File: src/rtl/regfile_wb_queue.sv
// Register-file write-back queue: merges load and ALU results in program order and retires one per cycle.
// Optional macro FORWARD_EN enables the q_addr/q_hit/q_data youngest-match forwarding search.
module regfile_wb_queue #(
  parameter int DATA_W = 32,
  parameter int ADDR_W = 5,
  parameter int DEPTH  = 4
) (
  input  logic                  clk,
  input  logic                  rst,
  input  logic                  mem_valid,
  output logic                  mem_ready,
  input  logic [ADDR_W-1:0]     mem_addr,
  input  logic [DATA_W-1:0]     mem_data,
  input  logic                  alu_valid,
  output logic                  alu_ready,
  input  logic [ADDR_W-1:0]     alu_addr,
  input  logic [DATA_W-1:0]     alu_data,
  output logic [ADDR_W-1:0]     wAddr,
  output logic [DATA_W-1:0]     wDin,
  output logic                  wEna,
  output logic [2**ADDR_W-1:0]  pending,
  input  logic [ADDR_W-1:0]     q_addr,
  output logic                  q_hit,
  output logic [DATA_W-1:0]     q_data
);
  localparam int PTR_W = $clog2(DEPTH);
  localparam int CNT_W = PTR_W + 1;
  localparam int NREG  = 2**ADDR_W;
  localparam logic [CNT_W-1:0] DEPTH_C = CNT_W'(DEPTH);

  logic [ADDR_W-1:0] r_fifo_addr [DEPTH];
  logic [DATA_W-1:0] r_fifo_data [DEPTH];
  logic [PTR_W-1:0]  r_wr_ptr;
  logic [PTR_W-1:0]  r_rd_ptr;
  logic [CNT_W-1:0]  r_count;
  logic [ADDR_W-1:0] r_waddr;
  logic [DATA_W-1:0] r_wdin;
  logic              r_wena;

  logic [CNT_W-1:0]  w_free;
  logic              w_push_mem;
  logic              w_push_alu;
  logic              w_pop;
  logic [1:0]        w_push_n;
  logic [PTR_W-1:0]  w_alu_idx;
  logic [PTR_W-1:0]  w_age [DEPTH];
  logic [DEPTH-1:0]  w_entry_valid;
  logic [NREG-1:0]   w_pending;

  // Readiness looks only at the registered count; a pop in the same cycle earns no credit.
  assign w_free     = DEPTH_C - r_count;
  assign mem_ready  = !rst && (w_free != '0);
  assign alu_ready  = !rst && (w_free >= CNT_W'(2));

  // Writes to r0 complete the handshake but never occupy a slot.
  assign w_push_mem = mem_valid && mem_ready && (mem_addr != '0);
  assign w_push_alu = alu_valid && alu_ready && (alu_addr != '0);
  assign w_pop      = (r_count != '0);
  assign w_push_n   = {1'b0, w_push_mem} + {1'b0, w_push_alu};
  assign w_alu_idx  = r_wr_ptr + PTR_W'(w_push_mem);

  always_ff @(posedge clk) begin
    if (rst) begin
      r_wr_ptr <= '0;
      r_rd_ptr <= '0;
      r_count  <= '0;
      r_waddr  <= '0;
      r_wdin   <= '0;
      r_wena   <= 1'b0;
    end else begin
      if (w_push_mem) begin
        r_fifo_addr[r_wr_ptr] <= mem_addr;
        r_fifo_data[r_wr_ptr] <= mem_data;
      end
      if (w_push_alu) begin
        r_fifo_addr[w_alu_idx] <= alu_addr;
        r_fifo_data[w_alu_idx] <= alu_data;
      end
      r_wr_ptr <= r_wr_ptr + PTR_W'(w_push_n);
      r_count  <= r_count + CNT_W'(w_push_n) - CNT_W'(w_pop);
      r_wena   <= w_pop;
      if (w_pop) begin
        r_waddr  <= r_fifo_addr[r_rd_ptr];
        r_wdin   <= r_fifo_data[r_rd_ptr];
        r_rd_ptr <= r_rd_ptr + PTR_W'(1);
      end
    end
  end

  assign wAddr = r_waddr;
  assign wDin  = r_wdin;
  assign wEna  = r_wena;

  // An entry is live when its distance from the read pointer is below the count.
  generate
    for (genvar gi = 0; gi < DEPTH; gi++) begin : g_valid
      assign w_age[gi]         = PTR_W'(gi) - r_rd_ptr;
      assign w_entry_valid[gi] = ({1'b0, w_age[gi]} < r_count);
    end
  endgenerate

  always_comb begin
    w_pending = '0;
    if (r_wena) w_pending[r_waddr] = 1'b1;
    for (int i = 0; i < DEPTH; i++) begin
      if (w_entry_valid[i]) w_pending[r_fifo_addr[i]] = 1'b1;
    end
    w_pending[0] = 1'b0;
  end
  assign pending = w_pending;

`ifdef FORWARD_EN
  logic              w_q_hit;
  logic [DATA_W-1:0] w_q_data;
  logic [PTR_W-1:0]  w_idx;

  // Walk oldest to youngest so the last match is the youngest write.
  always_comb begin
    w_q_hit  = 1'b0;
    w_q_data = '0;
    w_idx    = '0;
    if (r_wena && r_waddr == q_addr) begin
      w_q_hit  = 1'b1;
      w_q_data = r_wdin;
    end
    for (int k = 0; k < DEPTH; k++) begin
      w_idx = r_rd_ptr + PTR_W'(k);
      if ((CNT_W'(k) < r_count) && r_fifo_addr[w_idx] == q_addr) begin
        w_q_hit  = 1'b1;
        w_q_data = r_fifo_data[w_idx];
      end
    end
    if (q_addr == '0) begin
      w_q_hit  = 1'b0;
      w_q_data = '0;
    end
  end
  assign q_hit  = w_q_hit;
  assign q_data = w_q_data;
`else
  logic w_unused_q_addr;
  assign w_unused_q_addr = ^q_addr;
  assign q_hit  = 1'b0;
  assign q_data = '0;
`endif

endmodule
File: config.mk
export PLATFORM = sky130hd
export DESIGN_NAME = regfile_wb_queue
export DESIGN_NICKNAME = d
export VERILOG_FILES = /design/src/rtl/regfile_wb_queue.sv
export SDC_FILE = /design/constraint.sdc
export NUM_CORES = 1
export LEC_CHECK = 0
export CAP_MARGIN = 20
export CORE_MARGIN = 5
export CORE_UTILIZATION = 58
export CTS_CLUSTER_DIAMETER = 80
export DETAILED_ROUTE_END_ITERATION = 10
export GPL_TIMING_DRIVEN = 1
export PLACE_DENSITY = 0.95
export SYNTH_ARGS = -nofsm -noshare
export SYNTH_HDL_FRONTEND = slang
export SYNTH_SLANG_ARGS = --single-unit
File: constraint.sdc
create_clock -name clk -period 7.1 [get_ports clk]
set_input_delay 0.71 -clock clk [delete_from_list [all_inputs] [get_ports clk]]
set_output_delay 0.71 -clock clk [all_outputs]
set_load 0.03 [all_outputs]
==> results by group, run 1 <==
Status
  – Status: finished, final reports clean

Route
  – WL final: roughly 32000 µm
  – Routed Antenna Nets: 0
  – Routed len/inst: 25.4 µm
  – Top sig layer: met5
  – Metal3 WL: 2600 µm
  – First-pass iteration count of the detailed router: 5
  – Via/cell ratio: roughly 6.6
  – DRC Markers: 0
  – Met2 routed WL: 16200 µm
  – Met1 WL: 11700 µm
  – DRT iter0 DRCs: 814
  – DR vias: 8185

GRT
  – GRT overflow: 0
  – Gr usage total: 0.288
  – Pin count of the biggest net entering global routing: 49
  – Vias in the first global route: between 8000 and 9000
  – Initial antenna violation count: 2
  – First-pass GRT wire length: 48600 µm

Logic synthesis
  – Post-synthesis sequential area ratio: 0.483
  – Post-synth EDFFs: ~150
  – FFs w/ async S/R, synth: 0
  – Post-synth top area cell: edfxtp_1
  – Ys Warns: 0
  – Synth Cell Area: 11100 µm²
  – Largest cells by area after synthesis: edfxtp_1 40%, mux2_4 9.0%, mux2_2 8.2%
  – Syn Area/Cell: between 10 and 15 µm²
  – Number of library cell types mapped by synthesis: 51
  – Main synth FF type: edfxtp_1
  – Yosys reg bits: ~190
  – Post-Syn Instances: 868
  – Post-synth top area share: 0.402

Worst setup path
  – Cell Chain, Critical Path: xnor2_1 > inv_1 > ha_1 > nor2b_1 > a211oi_2 > a32oi_1 > nand3_1 > clkdlybuf4s50_1
  – WP data required: 6390 ps
  – Register-to-Register Path Depth: 11
  – CP max FO: 43
  – Largest stage delay, worst path: 960 ps
  – Delay-heaviest family, CP: compound AO/OA/AOI/OAI gates
  – Levels on crit path: 8
  – WP buf/inv: 2
  – Startpoint Class: flip-flop
  – Worst setup path class: flip-flop to output port
  – Crit path DAT: around 4200 ps
  – Slowest CP cell: a211oi_2
  – Critical Path Sink Type: output port

Timing
  – Slew Limit Fails: 0
  – Unrepaired setup endpoints after global routing: false
  – Final hold vios: 0
  – Worst slew margin: 0.233
  – Worst clock skew: 7.44 ps
  – Final setup vio count: 0
  – Peak Freq: 0.204 GHz
  – Worst Tran Pin Value: ~1100 ps
  – Tcrit/Tclk final: 0.691
  – Min Clock Period, post-route: between 4000 and 5000 ps
  – Worst Slack Setup Final: 2190 ps
  – Post-Route Setup TNS: 0 ps

Pwr
  – Internal power: 2.97 mW
  – P_sw: 2.03 mW
  – Switching part of the total power: 0.406
  – Design Power: 5.00 mW
  – Combinational group share of total power: 0.459
  – Worst VDD drop: 0.000254 V
  – Leak Pwr: 4.79 nW
  – Power Dens Cells: 380 nW/µm²
  – Reg power frac: 0.356
  – Power share of the clock group: 0.185

Run
  – Max cap viols: 0

Cells and area
  – Fillers: 1201
  – Fin area: 13100 µm²
  – Area growth from synthesis to layout: 18.9%
  – Layout Nets: 1096
  – Layout cells sized above 1: 0.247
  – Commonest cells after routing, fill and taps aside: 148 x edfxtp_1, 147 x clkdlybuf4s50_1, 100 x nand2_1
  – Commonest non-fill, non-tap cell in the layout: edfxtp_1

Floorplanning
  – Rows: 50
  – Die area: 21900 µm²
  – Height of the die: about 150 µm
  – Number of top-level pins: about 190
  – Initial Utilization: 0.589
  – Core region area: 18800 µm²
  – Die Wd: roughly 150 µm

CTS
  – Clock Latency Late Sink: 440 ps
  – Clock buffer depth: 2
  – CTS sink cnt: 193
  – Post-CTS sizing: 0
  – Postcts setup bufs: 0
  – Clock Pin Slew Worst Setup and Hold Paths: 70 ps
  – CTS root buf: clkbuf_16
  – H-tree depth: 4
  – CTS tree: done
  – Hold-fix buffers, CTS: 0
  – Total CTS buffers: 17

Placed design
  – Port buffer count: 148
  – DP HPWL: 20800 µm
  – RD Place Congestion: just over 1
  – Placement Setup Slack: 2670 ps
  – Post-DP Area: about 13000 µm²

Hold path
  – Hold Path Depth: 2
  – Worst Hold Class: flip-flop to flip-flop
==> cell usage after synthesis (all sizes together) (2+ instances only) <==
master,count
inv,20
buf,67
nor4,5
xnor2,5
o21ai,4
xor2,2
edfxtp,148
a21oi,38
a2111oi,10
nand3b,2
a222oi,2
nor3,6
nor2b,19
and3b,4
dfxtp,45
nor3b,8
a22oi,38
o211ai,6
nand2,100
nand4,18
mux2,148
ha,14
and3,3
mux4,37
clkbuf,20
or2,2
nand3,30
nor2,22
a211oi,6
and2,8
a32oi,9
a221oi,2
nand2b,9
==> metrics by stage <==
step | util | instances | hold slack, ps
CTS | 0.700 | 1244 | 465
global route | 0.700 | 1245 | 484
finish | 0.700 | 1246 | 463
detailed placement | 0.670 | 1212 | 456
global placement | 0.670 | 1211 | 449
floorplan | - | 901 | 590
==> registers in the layout, indices dropped and copies added (netlist names) <==
register	cells
r_count	3
r_wr_ptr	2
r_fifo_addr	20
r_fifo_data	128
wEna	1
wAddr	5
r_rd_ptr	2
wDin	32
==> kinds of logic after synthesis <==
family	after synthesis	synth area share
AOI/OAI and AO/OA	121	0.0802
xor gates and xnor gates	7	0.00554
adders and majority gates	15	0.0177
buffers and inverters	107	0.0566
DFF	193	0.483
muxes	185	0.248
other	1	0.000339
and+or+nand+nor	239	0.108
==> worst reg2reg max path, cell delays in order (launching register included) <==
cell and delay (ps):
dfxtp_1 430, inv_1 110, ha_1 240, ha_1 190
nor2_1 190, o211a_1 280, ha_1 190, xor2_1 130
nor2_1 150, nand3_2 430, o21ai_4 510, buf_4 450
==> final timing paths <==
kind | end | slack, ps | from
setup / recovery | pending[10] | 2190 | r_rd_ptr[0]$_SDFFE_PP0P_
hold / removal | wDin[29]$_SDFFE_PP0P_ | 460 | wDin[29]$_SDFFE_PP0P_
setup reg to reg | r_fifo_data[0][12]$_DFFE_PP_ | 3470 | r_count[0]$_SDFF_PP0_
hold reg to reg | wDin[29]$_SDFFE_PP0P_ | 460 | wDin[29]$_SDFFE_PP0P_
==> layer usage <==
layer / vias up / GRT usage
met5: - / 0
met4: 4 / 0.127
met3: 83 / 0.0628
met2: 492 / 0.495
met1: 4085 / 0.350
li1: 3521 / -
==> layout make-up <==
cell class              instances  area (µm²)  share of cell area
clock inverters                11         106             0.00809
repair buffers                165        1610               0.122
clock buffers                  21         450              0.0343
inverters                      20        75.1             0.00571
multi-input cells             601        5260               0.400
well taps                     234         293              0.0223
diodes                          1        2.50            0.000190
flip-flops and latches        193        5350               0.407
==> power by group through the flow <==
stage               combinational (mW)  sequential, mW  clock, mW
floorplan                         1.42            1.86          0
global placement                  2.17            1.77          0
detailed placement                2.24            1.79          0
CTS                               2.28            1.78      0.923
global route                      2.43            1.82      0.973
finish                            2.30            1.78      0.924
Power figures use the tool's default switching activity.
==> run 2, diff against run 1 <==
- CORE_UTILIZATION: 58 -> 49
- PLACE_DENSITY: 0.95 -> 0.88
- clock period: 7.1 -> 3.99 ns (I/O delays scaled with it)
==> run 2 against run 1 <==
  * Core utilization fell by 9.9 points
  * Sequential share of layout area shrank 1.0 points
  * Cell count is 5.1% higher
  * Sequential power grew 72%
  * Total power is 82% higher
  * Combinational power rose by 85%
  * Via count fell by 3.8%
  * Worst hold slack got worse by 0.95 ps
  * Highest routed layer unchanged
  * Die area increased by 17%
  * Clock-buffer cell count down 3
==> results by group, run 2 (same netlist as run 1, synthesis figures left out) <==
Status
  – Status: finished, final reports clean

Cells and area
  – Area growth from synthesis to layout: 22.0%
  – Commonest cells after routing, fill and taps aside: 148 x edfxtp_1, 147 x clkdlybuf4s50_1, 100 x nand2_1
  – Largest Register: r_fifo_data
  – Fin area: ~13000 µm²
  – Finished Layout Cells: 1310
  – Layout Nets: 1109
  – Number of flip-flops in the largest register: 128
  – Fin util: 0.601
  – Commonest non-fill, non-tap cell in the layout: edfxtp_1
  – Layout cells sized above 1: 0.261
  – Fillers: 1692

Floorplanning
  – Height of the die: 160 µm
  – Core region area: 22400 µm²
  – Initial Utilization: 0.493
  – Die area: 25700 µm²
  – Die Wd: roughly 160 µm
  – Rows: 55
  – Number of top-level pins: about 190

CTS
  – Total CTS buffers: 17
  – H-tree depth: 4
  – CTS tree: done
  – CTS sink cnt: 193
  – Hold-fix buffers, CTS: 0
  – Clock buffer depth: 2
  – Postcts setup bufs: 0
  – Post-CTS sizing: 0
  – Clock Pin Slew Worst Setup and Hold Paths: approximately 70 ps
  – Clock Latency Late Sink: approximately 430 ps
  – CTS root buf: clkbuf_16

Route
  – DRC Markers: 0
  – DR vias: roughly 7900
  – DRT iter0 DRCs: 602
  – First-pass iteration count of the detailed router: 7
  – Via/cell ratio: 6.01
  – Routed len/inst: 23.3 µm
  – WL final: 30500 µm
  – Routed Antenna Nets: 0

Hold path
  – Hold Path Depth: 2
  – Hold EP: wDin[6]$_SDFFE_PP0P_
  – Worst Hold Class: flip-flop to flip-flop
  – Beginning of the worst hold path: wDin[6]$_SDFFE_PP0P_

Worst setup path
  – Worst R2R Start: r_count[0]$_SDFF_PP0_
  – WP data required: 3590 ps
  – Register-to-Register Path Depth: 15
  – Startpoint Class: flip-flop
  – Reg2reg setup slack: 560 ps
  – Worst setup path class: flip-flop to output port
  – CP max FO: 17
  – Critical Path Sink Type: output port
  – Crit path DAT: 3540 ps
  – RR Endpoint: r_count[2]$_SDFF_PP0_

Pwr
  – Switching part of the total power: 0.395
  – Power Dens Cells: slightly below 700 nW/µm²
  – Worst VDD drop: 0.000512 V
  – Leak Pwr: just under 5 nW
  – Power share of the clock group: 0.198
  – Combinational group share of total power: 0.466
  – Internal power: 5.52 mW
  – Reg power frac: 0.336
  – P_sw: about 3.6 mW

GRT
  – Initial antenna violation count: 4
  – GRT overflow: 0
  – Pin count of the biggest net entering global routing: 47
  – First-pass GRT wire length: 46800 µm
  – Vias in the first global route: 8162
  – Gr usage total: 0.234

Timing
  – Unrepaired setup endpoints after global routing: true
  – Tcrit/Tclk final: 0.988
  – Peak Freq: ~0.25 GHz
  – Post-Route Setup TNS: 0 ps
  – Worst slew margin: 0.407
  – Final hold vios: 0
  – Hold WS: about 460 ps
  – Min Clock Period, post-route: 3940 ps
  – Slew Limit Fails: 0
  – Final setup vio count: 0
  – Worst clock skew: 9.73 ps
  – Worst Tran Pin Value: 867 ps

Placed design
  – DP HPWL: 20600 µm
  – Port buffer count: 148
  – RD Place Congestion: just under 1
  – Cell total after placement: 1277
  – Post-DP Area: 12800 µm²

Run
  – Max cap viols: 0
## run 2: changes by cell type in the layout (fill, tap and decap cells not counted), moves of 2 or more
cell,before,now
bufinv_16,1,3
clkbuf_1,3,0
clkinv_2,2,0
buf_4,15,22
clkinvlp_4,3,1
buf_12,0,8
inv_6,2,4
## run 2: final cells by class
type | instances | area [µm²] | share of cell area
sequential | 193 | 5350 | 0.397
timing repair buffer | 178 | 1800 | 0.134
antenna | 1 | 2.50 | 0.000186
inverter | 20 | 75.1 | 0.00557
multi-input combinational | 601 | 5270 | 0.391
clock inverter | 14 | 195 | 0.0145
clock buffer | 18 | 439 | 0.0326
tap | 285 | 357 | 0.0264
## run 2: how the worst max path moves through the flow
| stage | from | end | slack [ps] | cells after the start |
|---|---|---|---|---|
| detailed placement | mem_addr[2] | r_fifo_data[1][17]$_DFFE_PP_ | 430 | 10 |
| global route | r_rd_ptr[0]$_SDFFE_PP0P_ | pending[21] | -30 | 7 |
| global placement | mem_addr[2] | r_fifo_data[1][17]$_DFFE_PP_ | 450 | 10 |
| CTS | r_rd_ptr[0]$_SDFFE_PP0P_ | pending[6] | 100 | 7 |
| floorplan | r_count[0]$_SDFF_PP0_ | r_fifo_addr[0][0]$_DFFE_PP_ | -780 | 7 |
| finish | r_rd_ptr[0]$_SDFFE_PP0P_ | pending[8] | 50 | 7 |
## run 2: layer usage
| metal | part of all wire | vias up | wire length [µm] | global-route usage |
|---|---|---|---|---|
| met2 | 0.50 | 369 | 15400 | 0.413 |
| li1 | - | 3545 | - | - |
| met5 | 0.0015 | - | 46 | 0 |
| met4 | 0.026 | 6 | 777 | 0.0782 |
| met3 | 0.073 | 50 | 2210 | 0.0475 |
| met1 | 0.40 | 3900 | 12100 | 0.286 |
## run 2: power by group through the flow
stage | Clock [mW] | Combinational, mW | Sequential, mW
after floorplan | 0 | 2.52 | 3.31
after global placement | 0 | 4.11 | 3.06
after detailed placement | 0 | 4.21 | 3.09
after CTS | 1.83 | 4.25 | 3.06
after global routing | 1.92 | 4.51 | 3.12
final | 1.81 | 4.25 | 3.06
## run 2: through the flow
stage               power, mW  setup slack [ps]
finish                   9.12              49.7
global route             9.54             -32.8
CTS                      9.14              99.1
detailed placement       7.30               435
global placement         7.17               452
floorplan                5.83              -779
## run 2: critical path: stages, from the launching register on
cell and delay [ps]:
dfxtp_4 560, xnor2_1 190, ha_1 260, nor2b_1 200
a211oi_2 600, nand2_1 180, o311ai_1 370, clkdlybuf4s50_1 750
